`src/rtl/timer_pkg.sv`:
```
// Shared mode encodings for the multi-channel timer.
// Mode values match the per-channel two-bit ch_mode field.
package timer_pkg;

  localparam logic [1:0] MODE_REPEAT_UP = 2'b00;
  localparam logic [1:0] MODE_ONESHOT   = 2'b01;
  localparam logic [1:0] MODE_DOWN      = 2'b10;
  localparam logic [1:0] MODE_UPDOWN    = 2'b11;

  typedef enum logic [1:0] {
    TM_REPEAT_UP = MODE_REPEAT_UP,
    TM_ONESHOT   = MODE_ONESHOT,
    TM_DOWN      = MODE_DOWN,
    TM_UPDOWN    = MODE_UPDOWN
  } timer_mode_t;

endpackage

```
`src/rtl/timer_channel.sv`:
```
// One timer channel: count, direction, busy, expire pulse and sticky irq.
// Counting happens on prescaler ticks; disable, trig and irq_clr act every clk.
module timer_channel
  import timer_pkg::*;
#(
  parameter int CNT_W = 32
) (
  input  logic             clk,
  input  logic             i_rst,
  input  logic             i_tick,
  input  logic             i_en,
  input  timer_mode_t      i_mode,
  input  logic [CNT_W-1:0] i_max,
  input  logic             i_trig,
  input  logic             i_irq_clr,
  output logic [CNT_W-1:0] o_cnt,
  output logic             o_expire,
  output logic             o_busy,
  output logic             o_irq
);

  logic [CNT_W-1:0] r_cnt;
  logic             r_dir;
  logic             r_busy;
  logic             r_exp;
  logic             r_irq;

  logic [CNT_W-1:0] w_cnt;
  logic             w_dir;
  logic             w_busy;
  logic             w_exp;
  logic             w_irq;
  logic [CNT_W-1:0] w_inc;
  logic [CNT_W-1:0] w_dec;

  assign w_inc = r_cnt + CNT_W'(1);
  assign w_dec = r_cnt - CNT_W'(1);

  always_comb begin
    w_cnt  = r_cnt;
    w_dir  = r_dir;
    w_busy = r_busy;
    w_exp  = 1'b0;
    if (!i_en) begin
      w_cnt  = (i_mode == TM_DOWN) ? i_max : '0;
      w_dir  = 1'b0;
      w_busy = 1'b0;
    end else begin
      unique case (i_mode)
        TM_REPEAT_UP: begin
          w_busy = 1'b1;
          if (i_tick) begin
            if (r_cnt >= i_max) begin
              w_cnt = '0;
              w_exp = 1'b1;
            end else begin
              w_cnt = w_inc;
            end
          end
        end
        TM_ONESHOT: begin
          if (i_trig && !r_busy) begin
            w_cnt  = '0;
            w_busy = 1'b1;
          end else if (i_tick && r_busy) begin
            if (r_cnt >= i_max) begin
              w_exp  = 1'b1;
              w_busy = 1'b0;
            end else begin
              w_cnt = w_inc;
            end
          end
        end
        TM_DOWN: begin
          w_busy = 1'b1;
          if (i_tick) begin
            if (r_cnt == '0 || r_cnt > i_max) begin
              w_cnt = i_max;
              w_exp = (r_cnt == '0);
            end else begin
              w_cnt = w_dec;
            end
          end
        end
        TM_UPDOWN: begin
          w_busy = 1'b1;
          if (i_tick) begin
            // dir: 0 = up, 1 = down; a max lowered below cnt clamps and turns down
            if (i_max == '0) begin
              w_cnt = '0;
              w_dir = 1'b0;
              w_exp = 1'b1;
            end else if (r_cnt > i_max) begin
              w_cnt = i_max;
              w_dir = 1'b1;
              w_exp = 1'b1;
            end else if (!r_dir) begin
              if (r_cnt == i_max) begin
                w_cnt = w_dec;
                w_dir = 1'b1;
              end else begin
                w_cnt = w_inc;
                if (w_inc == i_max) begin
                  w_dir = 1'b1;
                  w_exp = 1'b1;
                end
              end
            end else begin
              if (r_cnt == '0) begin
                w_cnt = CNT_W'(1);
                w_dir = 1'b0;
              end else begin
                w_cnt = w_dec;
                if (w_dec == '0) w_dir = 1'b0;
              end
            end
          end
        end
        default: ;
      endcase
    end
  end

  assign w_irq = (r_irq & ~i_irq_clr) | w_exp;

  always_ff @(posedge clk) begin
    if (i_rst) begin
      r_cnt  <= '0;
      r_dir  <= 1'b0;
      r_busy <= 1'b0;
      r_exp  <= 1'b0;
      r_irq  <= 1'b0;
    end else begin
      r_cnt  <= w_cnt;
      r_dir  <= w_dir;
      r_busy <= w_busy;
      r_exp  <= w_exp;
      r_irq  <= w_irq;
    end
  end

  assign o_cnt    = r_cnt;
  assign o_expire = r_exp;
  assign o_busy   = r_busy;
  assign o_irq    = r_irq;

endmodule

```
`src/rtl/timer_multi_ch.sv`:
```
// N-channel programmable timer with a shared prescaler.
// Each channel runs one of four counting modes and raises expire/irq.
module timer_multi_ch
  import timer_pkg::*;
#(
  parameter int N_CH  = 4,
  parameter int CNT_W = 32,
  parameter int PSC_W = 16
) (
  input  logic                  clk,
  input  logic                  rst,
  input  logic [PSC_W-1:0]      cfg_psc,
  input  logic [N_CH-1:0]       ch_en,
  input  logic [2*N_CH-1:0]     ch_mode,
  input  logic [CNT_W*N_CH-1:0] ch_max,
  input  logic [N_CH-1:0]       ch_trig,
  input  logic [N_CH-1:0]       irq_clr,
  output logic [CNT_W*N_CH-1:0] cnt,
  output logic [N_CH-1:0]       expire,
  output logic [N_CH-1:0]       busy,
  output logic [N_CH-1:0]       irq
);

  logic [PSC_W-1:0] r_psc;
  logic             w_any_en;
  logic             w_tick;

  assign w_any_en = |ch_en;
  // >= lets a lowered cfg_psc wrap at once instead of running past it
  assign w_tick   = w_any_en && (r_psc >= cfg_psc);

  always_ff @(posedge clk) begin
    if (rst) begin
      r_psc <= '0;
    end else if (!w_any_en || w_tick) begin
      r_psc <= '0;
    end else begin
      r_psc <= r_psc + PSC_W'(1);
    end
  end

  for (genvar g = 0; g < N_CH; g++) begin : g_ch
    timer_channel #(
      .CNT_W (CNT_W)
    ) u_ch (
      .clk       (clk),
      .i_rst     (rst),
      .i_tick    (w_tick),
      .i_en      (ch_en[g]),
      .i_mode    (timer_mode_t'(ch_mode[2*g +: 2])),
      .i_max     (ch_max[CNT_W*g +: CNT_W]),
      .i_trig    (ch_trig[g]),
      .i_irq_clr (irq_clr[g]),
      .o_cnt     (cnt[CNT_W*g +: CNT_W]),
      .o_expire  (expire[g]),
      .o_busy    (busy[g]),
      .o_irq     (irq[g])
    );
  end

endmodule

```
`config.mk`:
```
export PLATFORM = sky130hd
export DESIGN_NAME = timer_multi_ch
export DESIGN_NICKNAME = d
export VERILOG_FILES = /design/src/rtl/timer_pkg.sv /design/src/rtl/timer_channel.sv /design/src/rtl/timer_multi_ch.sv
export SDC_FILE = /design/constraint.sdc
export NUM_CORES = 2
export LEC_CHECK = 0
export ABC_CLOCK_PERIOD_IN_PS = 7300
export BUFFER_PORTS_ARGS = -buffer_cell sky130_fd_sc_hd__buf_2
export CORE_MARGIN = 5
export CORE_UTILIZATION = 50
export CTS_BUF_LIST = sky130_fd_sc_hd__clkbuf_16
export DETAILED_ROUTE_END_ITERATION = 8
export PLACE_DENSITY = 0.76
export SLEW_MARGIN = 30
export SYNTH_ARGS = -nofsm -noshare
export SYNTH_HDL_FRONTEND = slang
export SYNTH_SLANG_ARGS = --single-unit
export TNS_END_PERCENT = 30
```
`constraint.sdc`:
```
create_clock -name clk -period 7.3 [get_ports clk]
set_clock_uncertainty 0.15 [all_clocks]
set_input_delay 1.46 -clock clk [delete_from_list [all_inputs] [get_ports clk]]
set_output_delay 1.46 -clock clk [all_outputs]
set_load 0.01 [all_outputs]
```
After elaboration in Yosys (flattened, before gate mapping)
Index checks and enable logic that the tools add are counted.
- output and inout port bits: 140
- bits in registers: 160
- word-level logic and storage cells: 320
- input bits: 166
- $lt $le $gt $ge: 9
- add/sub/neg operators: 9
- bitwise gates (word level): 16
- multiplexer cells: 160
- reductions and logical operators: 57
- equal/unequal tests: 48
- operators by type and width (kind ; count):
    two-way mux 32 bit ; 60
    case mux 32 bit (4 select lines) ; 4
    zero test 32 bit ; 12
    == test 32 bit ; 8
    adder 32 x 1 -> 32 bit (second input constant) ; 4
    greater-or-equal comparator 32 bit ; 4
    > comparator 32 bit ; 4
    subtractor 32 x 1 -> 32 bit (second input constant) ; 4
    two-way mux 1 bit ; 88
    inequality test 3 bit (second input constant) ; 9
    inequality test 3 x 1 -> 1 bit (second input constant) ; 8
    AND reduction 5 bit ; 4
    adder 16 x 1 -> 16 bit (second input constant) ; 1
    == test 2 bit (second input constant) ; 8
    greater-or-equal comparator 16 bit ; 1
    inequality test 4 x 2 -> 1 bit (second input constant) ; 4
    inequality test 4 x 3 -> 1 bit (second input constant) ; 4
    case mux 1 bit (4 select lines) ; 4
    AND reduction 2 bit ; 8
    OR reduction 3 bit ; 4
    OR reduction 2 bit ; 5
    logical AND 1 bit ; 9
    inequality test 3 x 2 -> 1 bit (second input constant) ; 3
    == test 2 x 1 -> 1 bit (second input constant) ; 4
    other kinds (8) ; 35

Longest topological paths before layout
- depth in word-level cells: 11
- depth in mapped cells: 15
- mapped depth without buffers: 12

Cells and area by module
Synthesis repeated with hierarchy kept, for this count alone.
- cell total of the unflattened synthesis: 4183
- area total of the unflattened synthesis: 28501.1 µm²
- modules (own cells, without submodules) (module ; area each (µm²) ; cells an instance ; times used ; seq. area each (µm²)):
    timer_channel (g_ch[2].u_ch ...) ; 6914.1 ; 1021 ; 2 ; 720.7
    timer_channel (g_ch[0].u_ch) ; 6836.6 ; 1012 ; 1 ; 720.7
    timer_channel (g_ch[1].u_ch) ; 6707.7 ; 995 ; 1 ; 720.7
    timer_multi_ch ; 1128.6 ; 134 ; 1 ; 320.3

Least setup slack after synthesis
No wires, ideal clock.
- path kind: input to register
- from: input ch_max[109]
- to: register g_ch[3].u_ch.r_cnt[21]
- arrival time: 4626 ps
- cell stages on the path: 14
- setup slack: 2393 ps
- data required time: 7019 ps
- setup time: 131 ps
- path buffers: 3
- cell sequence: clkbuf_1 -> inv_1 -> ha_1 -> nand4_1 -> nor4_1 -> nand2_1 -> a2bb2oi_1 -> clkbuf_1 -> clkbuf_1 -> o21ai_0 -> o22ai_1 -> nor2_1 -> a221oi_1 -> o22ai_1
- longest elaborated chain between the ends: 8
- elaborated cells on any way between the ends: 18
- those cells by class: order compare (2); eq/ne (2); mux (11); reduce/logical (3)
- RTL lines (what ; line ; RTL):
    start: declaration ; timer_multi_ch.sv:15 ; input logic [CNT_W*N_CH-1:0] ch_max,
    branches (longest 8 deep; another with > comparator 32 bit) ; -- ;
    end signal: assignment ; timer_channel.sv:134 ; r_cnt <= w_cnt;
    end: declaration ; timer_channel.sv:22 ; logic [CNT_W-1:0] r_cnt;
Parallel ways; which one is timed is not known. The select of a mux whose other input is x is not followed.
A chain may end at the register's enable or synchronous reset.

Final worst setup path
- from: input ch_max[79]
- to: register g_ch[2].u_ch.r_cnt[13]
- longest elaborated chain between the ends: 8
- elaborated cells on any way between the ends: 18
- those cells by class: order compare (2); eq/ne (2); mux (11); reduce/logical (3)
- RTL lines (what ; line):
    branches (longest 8 deep; another with > comparator 32 bit) ; --
    end signal: assignment ; timer_channel.sv:134
    end: declaration ; timer_channel.sv:22
Parallel ways; which one is timed is not known. The select of a mux whose other input is x is not followed.

==> run metrics <==
drt first pass iters=7; hold_sp=g_ch[0].u_ch.o_irq; r2r setup slk=2.08 ns; P_leak=11.52 nW; Synth Flop Type=dfxtp_1; CP Max Fanout=28; r2r endpoint=g_ch[3].u_ch.r_dir; Vias/cell=7.226; critical path class=in2reg; share of cells above drive strength 1=0.1221; worst reg2reg path depth=10; sequential cell area=0.003203 mm²; Slew @ Worst Pin=1.103 ns; post-placement setup slack=1.503 ns; Longest Clk Path Bufs=2; EDFF count, synth=0; Hold Buf Count CTS=0; vias=34,980; Mean Syn Cell Area=6.604 µm²; # nets final=4,457; Die H=241.8 µm; final hold viol count=0; sequential power share=0.276; FILL cells=5,403; total wire length=129.2 mm; most common cell in the synthesized netlist=nor2_1; initial core utilization=0.5021; top cells by area, synth=dfxtp_1 (12%), xnor2_1 (7.7%), ha_1 (7.5%); Mapped Cells=4,067; TritonCTS clock tree=done; reg2reg start=g_ch[3].u_ch.o_cnt[10]; H-tree depth=4; final worst slack=1.753 ns; Clock Power Share=0.244; RSZ-0062 raised after global routing=false; Mapped Nets=4,394; Yosys reg bits=160; sw power=0.002004 W; clock slew at reported path FFs=0.09 ns; GRT Util Overall=0.4110; fmax=180.3 MHz; commonest cells in the netlist=nor2_1 (411), nand2_1 (346), o21ai_0 (321), clkbuf_1 (302), a21oi_1 (286); Core ar.=0.05350 mm²; clk root buf=clkbuf_16; post-cts sizing count=0; Max rail drop VDD=0.0001927 V; largest net degree at the start of global routing=57; sequential share of the synthesized area=0.1193; max_cap viols=0; leading area contributor after synthesis=dfxtp_1; CP Launch Type=input pin; latest clock arrival within the worst-skew pair=0.51 ns; Multi-input gate area=0.02160 mm²; post-DP HPWL=91.69 mm; Sw Ratio=0.4826; status=finished clean; initial antenna violation count=1; vias in the first global route=31,950; power per cell area=142.0 mW/mm²; Synth top area share=0.1193; Synth async-reset ratio=0; Row Count=85; Port Buf Inserts=305; combinational power share=0.480; area of the die=0.05845 mm²; final slew viol count=0; Synth Cell Area=0.02686 mm²; RePlAce Congestion=1.048; # IOs=306; cts bufs inserted=17; Die W=241.8 µm; postcts setup bufs=0; Hold EP=g_ch[0].u_ch.o_irq; DRC viols=0; DRC violation total after the first TritonRoute iteration=5,472; total negative setup slack=0 ns; first-pass GRT wire length=193.7 mm; Req. time, crit path=7.58 ns; minimum clock period=5.547 ns; clock sink total=160; synth unique cells=88; worst hold path depth=2; Layout area overhead=8.879%; worst hold-check path type=reg2reg; gr ovfl total=0; Ys Warns=0; Antenna Nets Post-Route=0; relative slew slack=0.2584; setup violators final=0; fin crit share=0.7598; WL/cell=26.69 µm; Int Power=0.002148 W; total power=0.004152 W; WP data arrival=5.82 ns; Worst Setup End Kind=flip-flop
[worst max-delay path, cell delays in order]
cell	delay, ns
buf_2	0.20
inv_1	0.12
ha_1	0.33
nand4_1	0.22
nor4_1	0.84
nand2_1	0.50
a21boi_0	0.38
nor2_4	0.20
buf_4	0.35
nand2_1	0.41
o221ai_1	0.28
a221o_1	0.14
a32oi_1	0.10
a211oi_1	0.26
[per-layer routing]
metal / wire length [µm] / vias to the layer above / part of all wire / track usage
met4: 8657 / 0 / 0.067 / 0.2242
met2: 52870 / 3065 / 0.41 / 0.6046
met5: 0 / - / 0 / 0
met1: 48850 / 15910 / 0.38 / 0.5447
met3: 18840 / 720 / 0.15 / 0.1140
li1: - / 15290 / - / -
[power by group through the flow]
stage,Clock (W),Sequential (W),Combinational (W)
after global routing,0.00106,0.00115,0.00213
after floorplan,0,0.00103,0.00136
after CTS,0.00103,0.00113,0.00191
final,0.00101,0.00115,0.00199
after detailed placement,0,0.00115,0.00190
after global placement,0,0.00115,0.00189
[kinds of logic (layout without fill, tap and decap cells)]
logic type	count (synthesis)	count (layout)	synth area share
multiplexers	40	40	0.01519
AND/OR/NAND/NOR	1511	1511	0.2779
flip-flops	160	160	0.1193
AO/OA/AOI/OAI	1274	1274	0.3108
buffers and inverters	550	626	0.08087
adder cells (fa/ha/maj)	161	161	0.07500
other	0	2	0
XOR/XNOR	371	371	0.1210
[final cells by class]
cell class | count | share of cell area
diodes | 2 | 0.0001711
multi-input cells | 3357 | 0.7385
flip-flops and latches | 160 | 0.1095
inverters | 194 | 0.02490
clock inverters | 15 | 0.005862
repair buffers | 400 | 0.07667
well taps | 696 | 0.02978
clock buffers | 17 | 0.01455
[cells in the final DEF, fill, tap and decap left out, types with 28 or more instances in the layout]
cell,n
nor2_1,403
nand2_1,346
o21ai_0,319
buf_2,304
a21oi_1,285
xnor2_1,237
inv_1,192
nand3_1,169
ha_1,161
dfxtp_1,160
xor2_1,134
nor4_1,117
nand4_1,110
nor3_1,109
buf_4,96
a211oi_1,95
o211ai_1,66
o22ai_1,57
a22oi_1,54
a31oi_1,51
a221oi_1,45
and3_1,37
a32oi_1,35
mux2i_1,34
o221ai_1,28
[flip-flops by register name (all words and copies together), names as in the netlist]
register,cells
g_ch.u_ch.o_irq,4
r_psc,16
g_ch.u_ch.o_busy,4
g_ch.u_ch.o_expire,4
g_ch.u_ch.o_cnt,128
g_ch.u_ch.r_dir,4
[worst max path at each step]
stage / startpoint / end / cells past startpoint
6_report: ch_max[79] / g_ch[2].u_ch.o_cnt[13] / 14
3_3_place_gp: ch_max[79] / g_ch[2].u_ch.o_cnt[13] / 14
3_5_place_dp: ch_max[79] / g_ch[2].u_ch.o_cnt[3] / 14
4_1_cts: ch_max[31] / g_ch[0].u_ch.o_cnt[13] / 12
2_1_floorplan: ch_max[109] / g_ch[3].u_ch.o_cnt[21] / 14
5_1_grt: ch_max[31] / g_ch[0].u_ch.o_cnt[4] / 12
[through the flow]
stage | hold WS (ns) | cells | util | instance area [µm²]
2_1_floorplan | 0.2911 | 4067 | - | 26860
3_3_place_gp | 0.3145 | 4807 | 0.5350 | 28620
3_5_place_dp | 0.3259 | 4807 | 0.5351 | 28630
4_1_cts | 0.3440 | 4839 | 0.5463 | 29220
5_1_grt | 0.3751 | 4839 | 0.5466 | 29240
6_report | 0.3392 | 4841 | 0.5467 | 29240
Power figures use the tool's default switching activity.
